<file path="config.mk">
export PLATFORM = sky130hd
export DESIGN_NAME = mc_control_unit_flat
export DESIGN_NICKNAME = d
export VERILOG_FILES = /design/src/rtl/mc_control_unit_if.sv /design/src/rtl/mc_control_unit.sv /design/src/flat_wrapper.sv
export SDC_FILE = /design/constraint.sdc
export NUM_CORES = 1
export LEC_CHECK = 0
export ABC_AREA = 1
export CORE_MARGIN = 2
export CORE_UTILIZATION = 39
export DETAILED_ROUTE_END_ITERATION = 16
export HOLD_SLACK_MARGIN = 0.03
export PLACE_DENSITY = 0.8
export RECOVER_POWER = 50
export SYNTH_ARGS = -nofsm -noshare
export SYNTH_HDL_FRONTEND = slang
export SYNTH_SLANG_ARGS = --single-unit
</file>
<file path="constraint.sdc">
create_clock -name clk -period 1.7 [get_ports clk]
set_clock_uncertainty 0.15 [all_clocks]
set_input_delay 0.34 -clock clk [delete_from_list [all_inputs] [get_ports clk]]
set_output_delay 0.34 -clock clk [all_outputs]
set_load 0.05 [all_outputs]
</file>
<file path="src/rtl/mc_control_unit_if.sv">
// Control-unit bus bundle: IR fields, ALU flags and the memory handshake in,
// datapath enables and multiplexer selects out.
//   slave  : the control unit (consumes decode inputs, drives controls)
//   master : the datapath / test driver (drives decode inputs, observes controls)
interface mc_control_unit_if;
  // Decode and status inputs to the control unit
  logic [6:0] op;
  logic [2:0] funct3;
  logic       funct7_5;
  logic       ZF;
  logic       SF;
  logic       CF;
  logic       OF;
  logic       mem_ready;

  // Datapath controls from the control unit
  logic       PCWrite;
  logic       IRWrite;
  logic       RegWrite;
  logic       MemWrite;
  logic       AdrSrc;
  logic [1:0] ALUSrcA;
  logic [1:0] ALUSrcB;
  logic [1:0] ResultSrc;
  logic [2:0] ImmSrc;
  logic [3:0] ALUControl;
  logic       illegal;
  logic [3:0] state;

  modport slave (
    input  op, funct3, funct7_5, ZF, SF, CF, OF, mem_ready,
    output PCWrite, IRWrite, RegWrite, MemWrite, AdrSrc, ALUSrcA, ALUSrcB,
           ResultSrc, ImmSrc, ALUControl, illegal, state
  );

  modport master (
    output op, funct3, funct7_5, ZF, SF, CF, OF, mem_ready,
    input  PCWrite, IRWrite, RegWrite, MemWrite, AdrSrc, ALUSrcA, ALUSrcB,
           ResultSrc, ImmSrc, ALUControl, illegal, state
  );
endinterface

</file>
<file path="src/rtl/mc_control_unit.sv">
// Multi-cycle RV32I control unit for a shared-memory datapath.
// Sequences fetch/decode/execute/writeback, stalls on mem_ready, and flags
// unsupported instructions with a sticky illegal state.
// Ports:
//   clk  - rising-edge clock
//   rst  - asynchronous active-high reset (returns to FETCH, clears illegal)
//   bus  - mc_control_unit_if.slave: IR fields, ALU flags, mem_ready in;
//          write enables, mux selects, ALUControl, illegal, debug state out
// Parameters:
//   EN_BRANCH_EXT - decode BGE/BLTU/BGEU
//   EN_JUMP       - decode JAL/JALR/LUI
module mc_control_unit #(
  parameter bit EN_BRANCH_EXT = 1'b1,
  parameter bit EN_JUMP       = 1'b1
) (
  input  logic               clk,
  input  logic               rst,
  mc_control_unit_if.slave   bus
);

  localparam int unsigned STATE_W = 4;
  localparam int unsigned ALU_W   = 4;

  localparam logic [6:0] OP_LW   = 7'b0000011;
  localparam logic [6:0] OP_SW   = 7'b0100011;
  localparam logic [6:0] OP_R    = 7'b0110011;
  localparam logic [6:0] OP_I    = 7'b0010011;
  localparam logic [6:0] OP_B    = 7'b1100011;
  localparam logic [6:0] OP_JAL  = 7'b1101111;
  localparam logic [6:0] OP_JALR = 7'b1100111;
  localparam logic [6:0] OP_LUI  = 7'b0110111;

  localparam logic [ALU_W-1:0] ALU_ADD   = 4'b0000;
  localparam logic [ALU_W-1:0] ALU_SLL   = 4'b0001;
  localparam logic [ALU_W-1:0] ALU_SUB   = 4'b0010;
  localparam logic [ALU_W-1:0] ALU_SLT   = 4'b0011;
  localparam logic [ALU_W-1:0] ALU_XOR   = 4'b0100;
  localparam logic [ALU_W-1:0] ALU_SRL   = 4'b0101;
  localparam logic [ALU_W-1:0] ALU_OR    = 4'b0110;
  localparam logic [ALU_W-1:0] ALU_AND   = 4'b0111;
  localparam logic [ALU_W-1:0] ALU_SRA   = 4'b1000;
  localparam logic [ALU_W-1:0] ALU_SLTU  = 4'b1001;
  localparam logic [ALU_W-1:0] ALU_PASSB = 4'b1111;

  typedef enum logic [STATE_W-1:0] {
    S_FETCH    = 4'd0,
    S_DECODE   = 4'd1,
    S_MEMADR   = 4'd2,
    S_MEMREAD  = 4'd3,
    S_MEMWB    = 4'd4,
    S_MEMWRITE = 4'd5,
    S_EXECR    = 4'd6,
    S_EXECI    = 4'd7,
    S_ALUWB    = 4'd8,
    S_BRANCH   = 4'd9,
    S_JAL      = 4'd10,
    S_JALR1    = 4'd11,
    S_JALR2    = 4'd12,
    S_LUI      = 4'd13,
    S_ILLEGAL  = 4'd15
  } state_e;

  state_e state_q, state_d;

  // ALU operation from funct3; SUB only for register-register, SRA for both forms
  function automatic logic [ALU_W-1:0] alu_dec(input logic [2:0] f3,
                                               input logic       f7,
                                               input logic       is_r);
    logic [ALU_W-1:0] res;
    case (f3)
      3'b000:  res = (is_r && f7) ? ALU_SUB : ALU_ADD;
      3'b001:  res = ALU_SLL;
      3'b010:  res = ALU_SLT;
      3'b011:  res = ALU_SLTU;
      3'b100:  res = ALU_XOR;
      3'b101:  res = f7 ? ALU_SRA : ALU_SRL;
      3'b110:  res = ALU_OR;
      default: res = ALU_AND;
    endcase
    return res;
  endfunction

  logic branch_ok_c;
  logic branch_taken_c;

  // Supported branch funct3 values; extended compares depend on EN_BRANCH_EXT
  always_comb begin
    branch_ok_c = 1'b0;
    case (bus.funct3)
      3'b000, 3'b001, 3'b100: branch_ok_c = 1'b1;
      3'b101, 3'b110, 3'b111: branch_ok_c = EN_BRANCH_EXT;
      default:                branch_ok_c = 1'b0;
    endcase
  end

  // Branch condition from the rs1 - rs2 flags; CF=1 means no borrow
  always_comb begin
    branch_taken_c = 1'b0;
    case (bus.funct3)
      3'b000:  branch_taken_c = bus.ZF;
      3'b001:  branch_taken_c = ~bus.ZF;
      3'b100:  branch_taken_c = bus.SF ^ bus.OF;
      3'b101:  branch_taken_c = ~(bus.SF ^ bus.OF);
      3'b110:  branch_taken_c = ~bus.CF;
      3'b111:  branch_taken_c = bus.CF;
      default: branch_taken_c = 1'b0;
    endcase
  end

  // State register
  always_ff @(posedge clk or posedge rst) begin
    if (rst) begin
      state_q <= S_FETCH;
    end else begin
      state_q <= state_d;
    end
  end

  // Next-state logic
  always_comb begin
    state_d = state_q;
    case (state_q)
      S_FETCH:    if (bus.mem_ready) state_d = S_DECODE;
      S_DECODE: begin
        case (bus.op)
          OP_LW, OP_SW: state_d = S_MEMADR;
          OP_R:         state_d = S_EXECR;
          OP_I:         state_d = S_EXECI;
          OP_B:         state_d = branch_ok_c ? S_BRANCH : S_ILLEGAL;
          OP_JAL:       state_d = EN_JUMP ? S_JAL : S_ILLEGAL;
          OP_JALR:      state_d = EN_JUMP ? S_JALR1 : S_ILLEGAL;
          OP_LUI:       state_d = EN_JUMP ? S_LUI : S_ILLEGAL;
          default:      state_d = S_ILLEGAL;
        endcase
      end
      S_MEMADR:   state_d = (bus.op == OP_SW) ? S_MEMWRITE : S_MEMREAD;
      S_MEMREAD:  if (bus.mem_ready) state_d = S_MEMWB;
      S_MEMWB:    state_d = S_FETCH;
      S_MEMWRITE: if (bus.mem_ready) state_d = S_FETCH;
      S_EXECR,
      S_EXECI:    state_d = S_ALUWB;
      S_ALUWB:    state_d = S_FETCH;
      S_BRANCH:   state_d = S_FETCH;
      S_JAL:      state_d = S_ALUWB;
      S_JALR1:    state_d = S_JALR2;
      S_JALR2:    state_d = S_ALUWB;
      S_LUI:      state_d = S_ALUWB;
      S_ILLEGAL:  state_d = S_ILLEGAL;
      default:    state_d = S_FETCH;
    endcase
  end

  logic             pc_write_c;
  logic             ir_write_c;
  logic             reg_write_c;
  logic             mem_write_c;
  logic             adr_src_c;
  logic [1:0]       alu_src_a_c;
  logic [1:0]       alu_src_b_c;
  logic [1:0]       result_src_c;
  logic [2:0]       imm_src_c;
  logic [ALU_W-1:0] alu_ctrl_c;

  // Output decode from state and IR fields; enables gated off during reset
  always_comb begin
    pc_write_c   = 1'b0;
    ir_write_c   = 1'b0;
    reg_write_c  = 1'b0;
    mem_write_c  = 1'b0;
    adr_src_c    = 1'b0;
    alu_src_a_c  = 2'b00;
    alu_src_b_c  = 2'b00;
    result_src_c = 2'b00;
    imm_src_c    = 3'b000;
    alu_ctrl_c   = ALU_ADD;
    case (state_q)
      S_FETCH: begin
        alu_src_b_c  = 2'b10;
        result_src_c = 2'b10;
        ir_write_c   = bus.mem_ready;
        pc_write_c   = bus.mem_ready;
      end
      S_DECODE: begin
        alu_src_a_c = 2'b01;
        alu_src_b_c = 2'b01;
        imm_src_c   = (bus.op == OP_JAL) ? 3'b011 : 3'b010;
      end
      S_MEMADR: begin
        alu_src_a_c = 2'b10;
        alu_src_b_c = 2'b01;
        imm_src_c   = (bus.op == OP_SW) ? 3'b001 : 3'b000;
      end
      S_MEMREAD:  adr_src_c = 1'b1;
      S_MEMWB: begin
        result_src_c = 2'b01;
        reg_write_c  = 1'b1;
      end
      S_MEMWRITE: begin
        adr_src_c   = 1'b1;
        mem_write_c = 1'b1;
      end
      S_EXECR: begin
        alu_src_a_c = 2'b10;
        alu_ctrl_c  = alu_dec(bus.funct3, bus.funct7_5, 1'b1);
      end
      S_EXECI: begin
        alu_src_a_c = 2'b10;
        alu_src_b_c = 2'b01;
        alu_ctrl_c  = alu_dec(bus.funct3, bus.funct7_5, 1'b0);
      end
      S_ALUWB:    reg_write_c = 1'b1;
      S_BRANCH: begin
        alu_src_a_c = 2'b10;
        alu_ctrl_c  = ALU_SUB;
        pc_write_c  = branch_taken_c;
      end
      // rd <= OldPC + 4 while PC takes the target already held in ALUOut
      S_JAL, S_JALR2: begin
        alu_src_a_c = 2'b01;
        alu_src_b_c = 2'b10;
        pc_write_c  = 1'b1;
      end
      S_JALR1: begin
        alu_src_a_c = 2'b10;
        alu_src_b_c = 2'b01;
      end
      S_LUI: begin
        alu_src_b_c = 2'b01;
        imm_src_c   = 3'b100;
        alu_ctrl_c  = ALU_PASSB;
      end
      default: ;
    endcase
    if (rst) begin
      pc_write_c  = 1'b0;
      ir_write_c  = 1'b0;
      reg_write_c = 1'b0;
      mem_write_c = 1'b0;
    end
  end

  assign bus.PCWrite    = pc_write_c;
  assign bus.IRWrite    = ir_write_c;
  assign bus.RegWrite   = reg_write_c;
  assign bus.MemWrite   = mem_write_c;
  assign bus.AdrSrc     = adr_src_c;
  assign bus.ALUSrcA    = alu_src_a_c;
  assign bus.ALUSrcB    = alu_src_b_c;
  assign bus.ResultSrc  = result_src_c;
  assign bus.ImmSrc     = imm_src_c;
  assign bus.ALUControl = alu_ctrl_c;
  assign bus.illegal    = (state_q == S_ILLEGAL);
  assign bus.state      = STATE_W'(state_q);

endmodule
</file>
<file path="src/flat_wrapper.sv">
// flat-port wrapper written by rule: the top's interface ports become plain ports
module mc_control_unit_flat 
#(
  parameter bit EN_BRANCH_EXT = 1'b1,
  parameter bit EN_JUMP       = 1'b1
)
  (clk, rst, bus_op, bus_funct3, bus_funct7_5, bus_ZF, bus_SF, bus_CF, bus_OF, bus_mem_ready, bus_PCWrite, bus_IRWrite, bus_RegWrite, bus_MemWrite, bus_AdrSrc, bus_ALUSrcA, bus_ALUSrcB, bus_ResultSrc, bus_ImmSrc, bus_ALUControl, bus_illegal, bus_state);
  mc_control_unit_if bus_i ();
  input  logic clk;
  input  logic rst;
  input wire logic [$bits(bus_i.op)-1:0] bus_op;
  input wire logic [$bits(bus_i.funct3)-1:0] bus_funct3;
  input wire logic [$bits(bus_i.funct7_5)-1:0] bus_funct7_5;
  input wire logic [$bits(bus_i.ZF)-1:0] bus_ZF;
  input wire logic [$bits(bus_i.SF)-1:0] bus_SF;
  input wire logic [$bits(bus_i.CF)-1:0] bus_CF;
  input wire logic [$bits(bus_i.OF)-1:0] bus_OF;
  input wire logic [$bits(bus_i.mem_ready)-1:0] bus_mem_ready;
  output wire logic [$bits(bus_i.PCWrite)-1:0] bus_PCWrite;
  output wire logic [$bits(bus_i.IRWrite)-1:0] bus_IRWrite;
  output wire logic [$bits(bus_i.RegWrite)-1:0] bus_RegWrite;
  output wire logic [$bits(bus_i.MemWrite)-1:0] bus_MemWrite;
  output wire logic [$bits(bus_i.AdrSrc)-1:0] bus_AdrSrc;
  output wire logic [$bits(bus_i.ALUSrcA)-1:0] bus_ALUSrcA;
  output wire logic [$bits(bus_i.ALUSrcB)-1:0] bus_ALUSrcB;
  output wire logic [$bits(bus_i.ResultSrc)-1:0] bus_ResultSrc;
  output wire logic [$bits(bus_i.ImmSrc)-1:0] bus_ImmSrc;
  output wire logic [$bits(bus_i.ALUControl)-1:0] bus_ALUControl;
  output wire logic [$bits(bus_i.illegal)-1:0] bus_illegal;
  output wire logic [$bits(bus_i.state)-1:0] bus_state;
  assign bus_i.op = bus_op;
  assign bus_i.funct3 = bus_funct3;
  assign bus_i.funct7_5 = bus_funct7_5;
  assign bus_i.ZF = bus_ZF;
  assign bus_i.SF = bus_SF;
  assign bus_i.CF = bus_CF;
  assign bus_i.OF = bus_OF;
  assign bus_i.mem_ready = bus_mem_ready;
  assign bus_PCWrite = bus_i.PCWrite;
  assign bus_IRWrite = bus_i.IRWrite;
  assign bus_RegWrite = bus_i.RegWrite;
  assign bus_MemWrite = bus_i.MemWrite;
  assign bus_AdrSrc = bus_i.AdrSrc;
  assign bus_ALUSrcA = bus_i.ALUSrcA;
  assign bus_ALUSrcB = bus_i.ALUSrcB;
  assign bus_ResultSrc = bus_i.ResultSrc;
  assign bus_ImmSrc = bus_i.ImmSrc;
  assign bus_ALUControl = bus_i.ALUControl;
  assign bus_illegal = bus_i.illegal;
  assign bus_state = bus_i.state;
  mc_control_unit #(.EN_BRANCH_EXT(EN_BRANCH_EXT), .EN_JUMP(EN_JUMP)) u_core (.clk(clk), .rst(rst), .bus(bus_i));
endmodule
</file>
==> metrics.cfg, run 1 <==
[cts]
cts_sinks = 4
cts_made_buffers = 3
clock_path_buffers = 2
cts_resized = 69
cts-hold-fix-buffers = 0
htreeDepth = 1
clockRootBuffer = clkbuf_4
cts_setup_buffers = 10

[synthesis]
ys_seq_area_frac = 0.131
ys_seq_elements = 4
synth_edf_count = 0
ys_types = 23
ys_top_cells_by_count = 45 x nand2_1, 26 x inv_1, 22 x nor2_1
synth_top_area_cell = nand2_1
async_reset_ff_frac = 1.00
synthFlopType = dfrtp_1
synth_area_um2 = 766
syn-mean-instance-area_um2 = 5.07
synth_area_leaders = nand2_1 22%, dfrtp_1 13%, inv_1 13%, nor2_1 11%, o21ai_0 7.2%
synth.top_cell.area_share = 0.221
yosysWarnings = 0
yosys.cell_count.top_type = nand2_1
synthesis.instances = 151
synth_nets = 169

[die]
die_w_um = 48.3
die_y_um = 48.3
start_util = 0.403
num_rows = 16
ioPinCount = 41

[placed_design]
dpl_cell_area_um2 = 1760
pre_cts_slack_ns = -0.689
dp.cells = 246
place_congestion = 0.920
portBuffers = 40
dp_hpwl_um = 3700

[status]
failing_step = 4_1_cts
outcome = did not finish
stop_error = [ERROR DPL-0038] Utilization greater than 100%, impossible to legalize

kinds of logic after synthesis:
kind of cell,count (synthesis),share of synthesized area
flip-flops,4,0.131
AO/OA/AOI/OAI,23,0.175
buffers and inverters,31,0.154
XOR/XNOR,1,0.0114
AND/OR/NAND/NOR,92,0.529
metrics by stage:
step	hold slack (ns)	setup TNS (ns)
detailed placement	0.619	-4.95
global placement	0.613	-3.57
floorplan	-0.0439	-5.21
==> run 2, diff against run 1 <==
--- a/config.mk
+++ b/config.mk
@@ -6,11 +6,10 @@
 export NUM_CORES = 1
 export LEC_CHECK = 0
 export ABC_AREA = 1
-export CORE_MARGIN = 2
-export CORE_UTILIZATION = 39
+export CORE_AREA = 2 2 63 65
 export DETAILED_ROUTE_END_ITERATION = 16
-export HOLD_SLACK_MARGIN = 0.03
-export PLACE_DENSITY = 0.8
+export DIE_AREA = 0 0 65 67
+export PLACE_DENSITY_LB_ADDON = 0.15
 export RECOVER_POWER = 50
 export SYNTH_ARGS = -nofsm -noshare
 export SYNTH_HDL_FRONTEND = slang
==> run 2 against run 1 <==
Effect of this change: the flow now finishes, with violations (setup timing); area after synthesis stayed put; synthesized cell count unchanged.
==> metrics.cfg, run 2 <==
[status]
outcome = complete, but fails checks
violations = setup timing

[timing]
finalSetupViolCount = 18
tightest_slew_ns = 0.233
hold_slack_ns = 0.567
fmax_mhz = 493
slew_headroom = 0.843
post-route-period-util = 1.19
final_max_slew_viol_count = 0
rsz0062_at_grt = yes
finalCriticalPeriod_ns = 2.03
worst_slack_ns = -0.330
hold_viol_final = 0

[drt]
vias = 1313
ant_nets = 0
viasPerCell = 4.39
route.detailed.drc = 0
drtIter0Drc = 93
dr_wl_met3_um = 126
totalWireLength_um = 3560
dr_wl_met2_um = 1920
top_layer = met4
wire_per_inst_um = 11.9
firstDrtPassIters = 4
wl_met1_um = 1490

[critical_path]
crit_type = register to output pin
crit_fanout = 3
cp_top_family = buffers and inverters
critPathMaxStageDelay_ns = 0.44
cpMaxStageDelayCell = dfrtp_2
worst-path-buf-inv = 4
cp.required_ns = 1.21
critPathLaunchType = register
worstPathCellList = buf_12 -> nor2_4 -> inv_4 -> nor2_4 -> inv_2 -> nand4_1 -> buf_12
cp.arrival_ns = 1.54
worst_setup_path_end_kind = output pin

[synthesis]
ys_top_cells_by_count = 45 x nand2_1, 26 x inv_1, 22 x nor2_1
ys_types = 23
synth.top_cell.area_share = 0.221
yosys.cell_count.top_type = nand2_1
yosysWarnings = 0
synthesis.instances = 151
synth_top_area_cell = nand2_1
ys_seq_area_frac = 0.131
synth_area_leaders = nand2_1 22%, dfrtp_1 13%, inv_1 13%, nor2_1 11%, o21ai_0 7.2%
syn-mean-instance-area_um2 = 5.07
synth_edf_count = 0
synth_nets = 169
ys_seq_elements = 4
synth_area_um2 = 766
async_reset_ff_frac = 1.00
synthFlopType = dfrtp_1

[die]
num_rows = 22
start_util = 0.212
die_w_um = 65
die_area_um2 = 4360
core_um2 = 3610
die_y_um = 67
ioPinCount = 41

[cts]
clock_path_buffers = 2
clkSlewWorstSetupHoldPaths_ns = 0.03
htreeDepth = 1
clock_latency_ns = 0.21
cts_tree = built
clockRootBuffer = clkbuf_8
cts_made_buffers = 3
cts_sinks = 4

[layout]
utilization = 0.640
antenna_cells = 0
layout_common_cells = 47 x buf_4, 32 x nand2_1, 24 x buf_12
area.growth.synth_to_final_pct = 201
mostFrequentLayoutCell = buf_4
layout.nets = 271
multiInputGateArea_um2 = 885
largest_register_ffs = 4
fin_area_um2 = 2310
num-fill-cells = 298
drive_gt1_frac = 0.657
seqCellArea_um2 = 105

[global_routing]
grt.total_usage = 0.166
overflow = 0
antenna_found_initial = 0
grt_pass1_vias = 1371
grt_max_degree = 6
grt_pass1_wl_um = 5780

[power]
cellPowerDensity_nw_per_um2 = 1600
peakVddDrop_uv = 933
p_leak_nw = 1.10

[placed_design]
place_congestion = 0.813
portBuffers = 40
dp_hpwl_um = 2560
dpl_cell_area_um2 = 1870

[flow_run]
maxCapViolCount = 0

[min_path]
hold_path.class = input pin to asynchronous set/reset pin

run 2: cells by family after synthesis:
family	after synthesis	synth area share
AND/OR/NAND/NOR	92	0.529
buffers and inverters	31	0.154
AO/OA/AOI/OAI	23	0.175
flip-flops	4	0.131
XOR/XNOR	1	0.0114
run 2: worst reg2reg max path: cells and delay by family, from the launching register on:
kind	cells	cell delay, ns
AO/OA/AOI/OAI	1	0.16
buffers and inverters	5	0.53
flip-flops	1	0.44
AND/OR/NAND/NOR	5	0.28
run 2: per-stage QoR:
stage / instances / TNS, ns / worst slack, ns / power, mW
after global routing: 299 / -5.03 / -0.391 / 3.86
after floorplan: 151 / -5.21 / -0.451 / 1.55
after global placement: 276 / -3.77 / -0.528 / 2.96
after detailed placement: 276 / -4.14 / -0.569 / 2.97
final: 299 / -4.04 / -0.330 / 3.69
after CTS: 292 / -3.73 / -0.321 / 3.46
run 2: where the power goes:
part	switching (mW)	internal, mW	leakage [nW]
registers	0.0896	0.148	0.0456
logic	1.72	1.53	1.03
clock network	0.0485	0.151	0.0216
run 2: area by class of cell:
type | count | area share
Tap cell | 48 | 0.0260
Timing Repair Buffer | 98 | 0.473
Sequential cell | 4 | 0.0455
Inverter | 30 | 0.0542
Clock buffer | 3 | 0.0179
Multi-Input combinational cell | 116 | 0.383
run 2: path summary, 6_finish.rpt:
kind | end | slack [ns] | start | depth (start not counted)
max in group asynchronous | u_core.bus.state[1] | 0.66 | rst | 3
min reg2reg | u_core.bus.state[1] | 0.66 | u_core.bus.state[1] | 4
min in group clk | u_core.bus.state[1] | 0.60 | bus_op[4] | 8
max | bus_ALUSrcB[0] | -0.33 | u_core.bus.state[2] | 7
min | u_core.bus.state[3] | 0.57 | rst | 3
max reg2reg | u_core.bus.state[0] | 0.03 | u_core.bus.state[2] | 11
run 2: timing repair:
item | in CTS | in global routing
setup endpoints to repair | 22 | 22
pin swaps | 19 | 22
endpoints found under the hold margin | 0 | 0
resized for setup | 67 | 40
buffers inserted | 14 | 9
hold buffers | 0 | 0
run 2: routing by layer:
layer	vias up	global-route usage
met1	606	0.210
met2	26	0.299
met4	0	0.0426
met5	-	0
li1	679	-
met3	2	0.0152
Note: power is estimated with default switching activity, not from simulation.
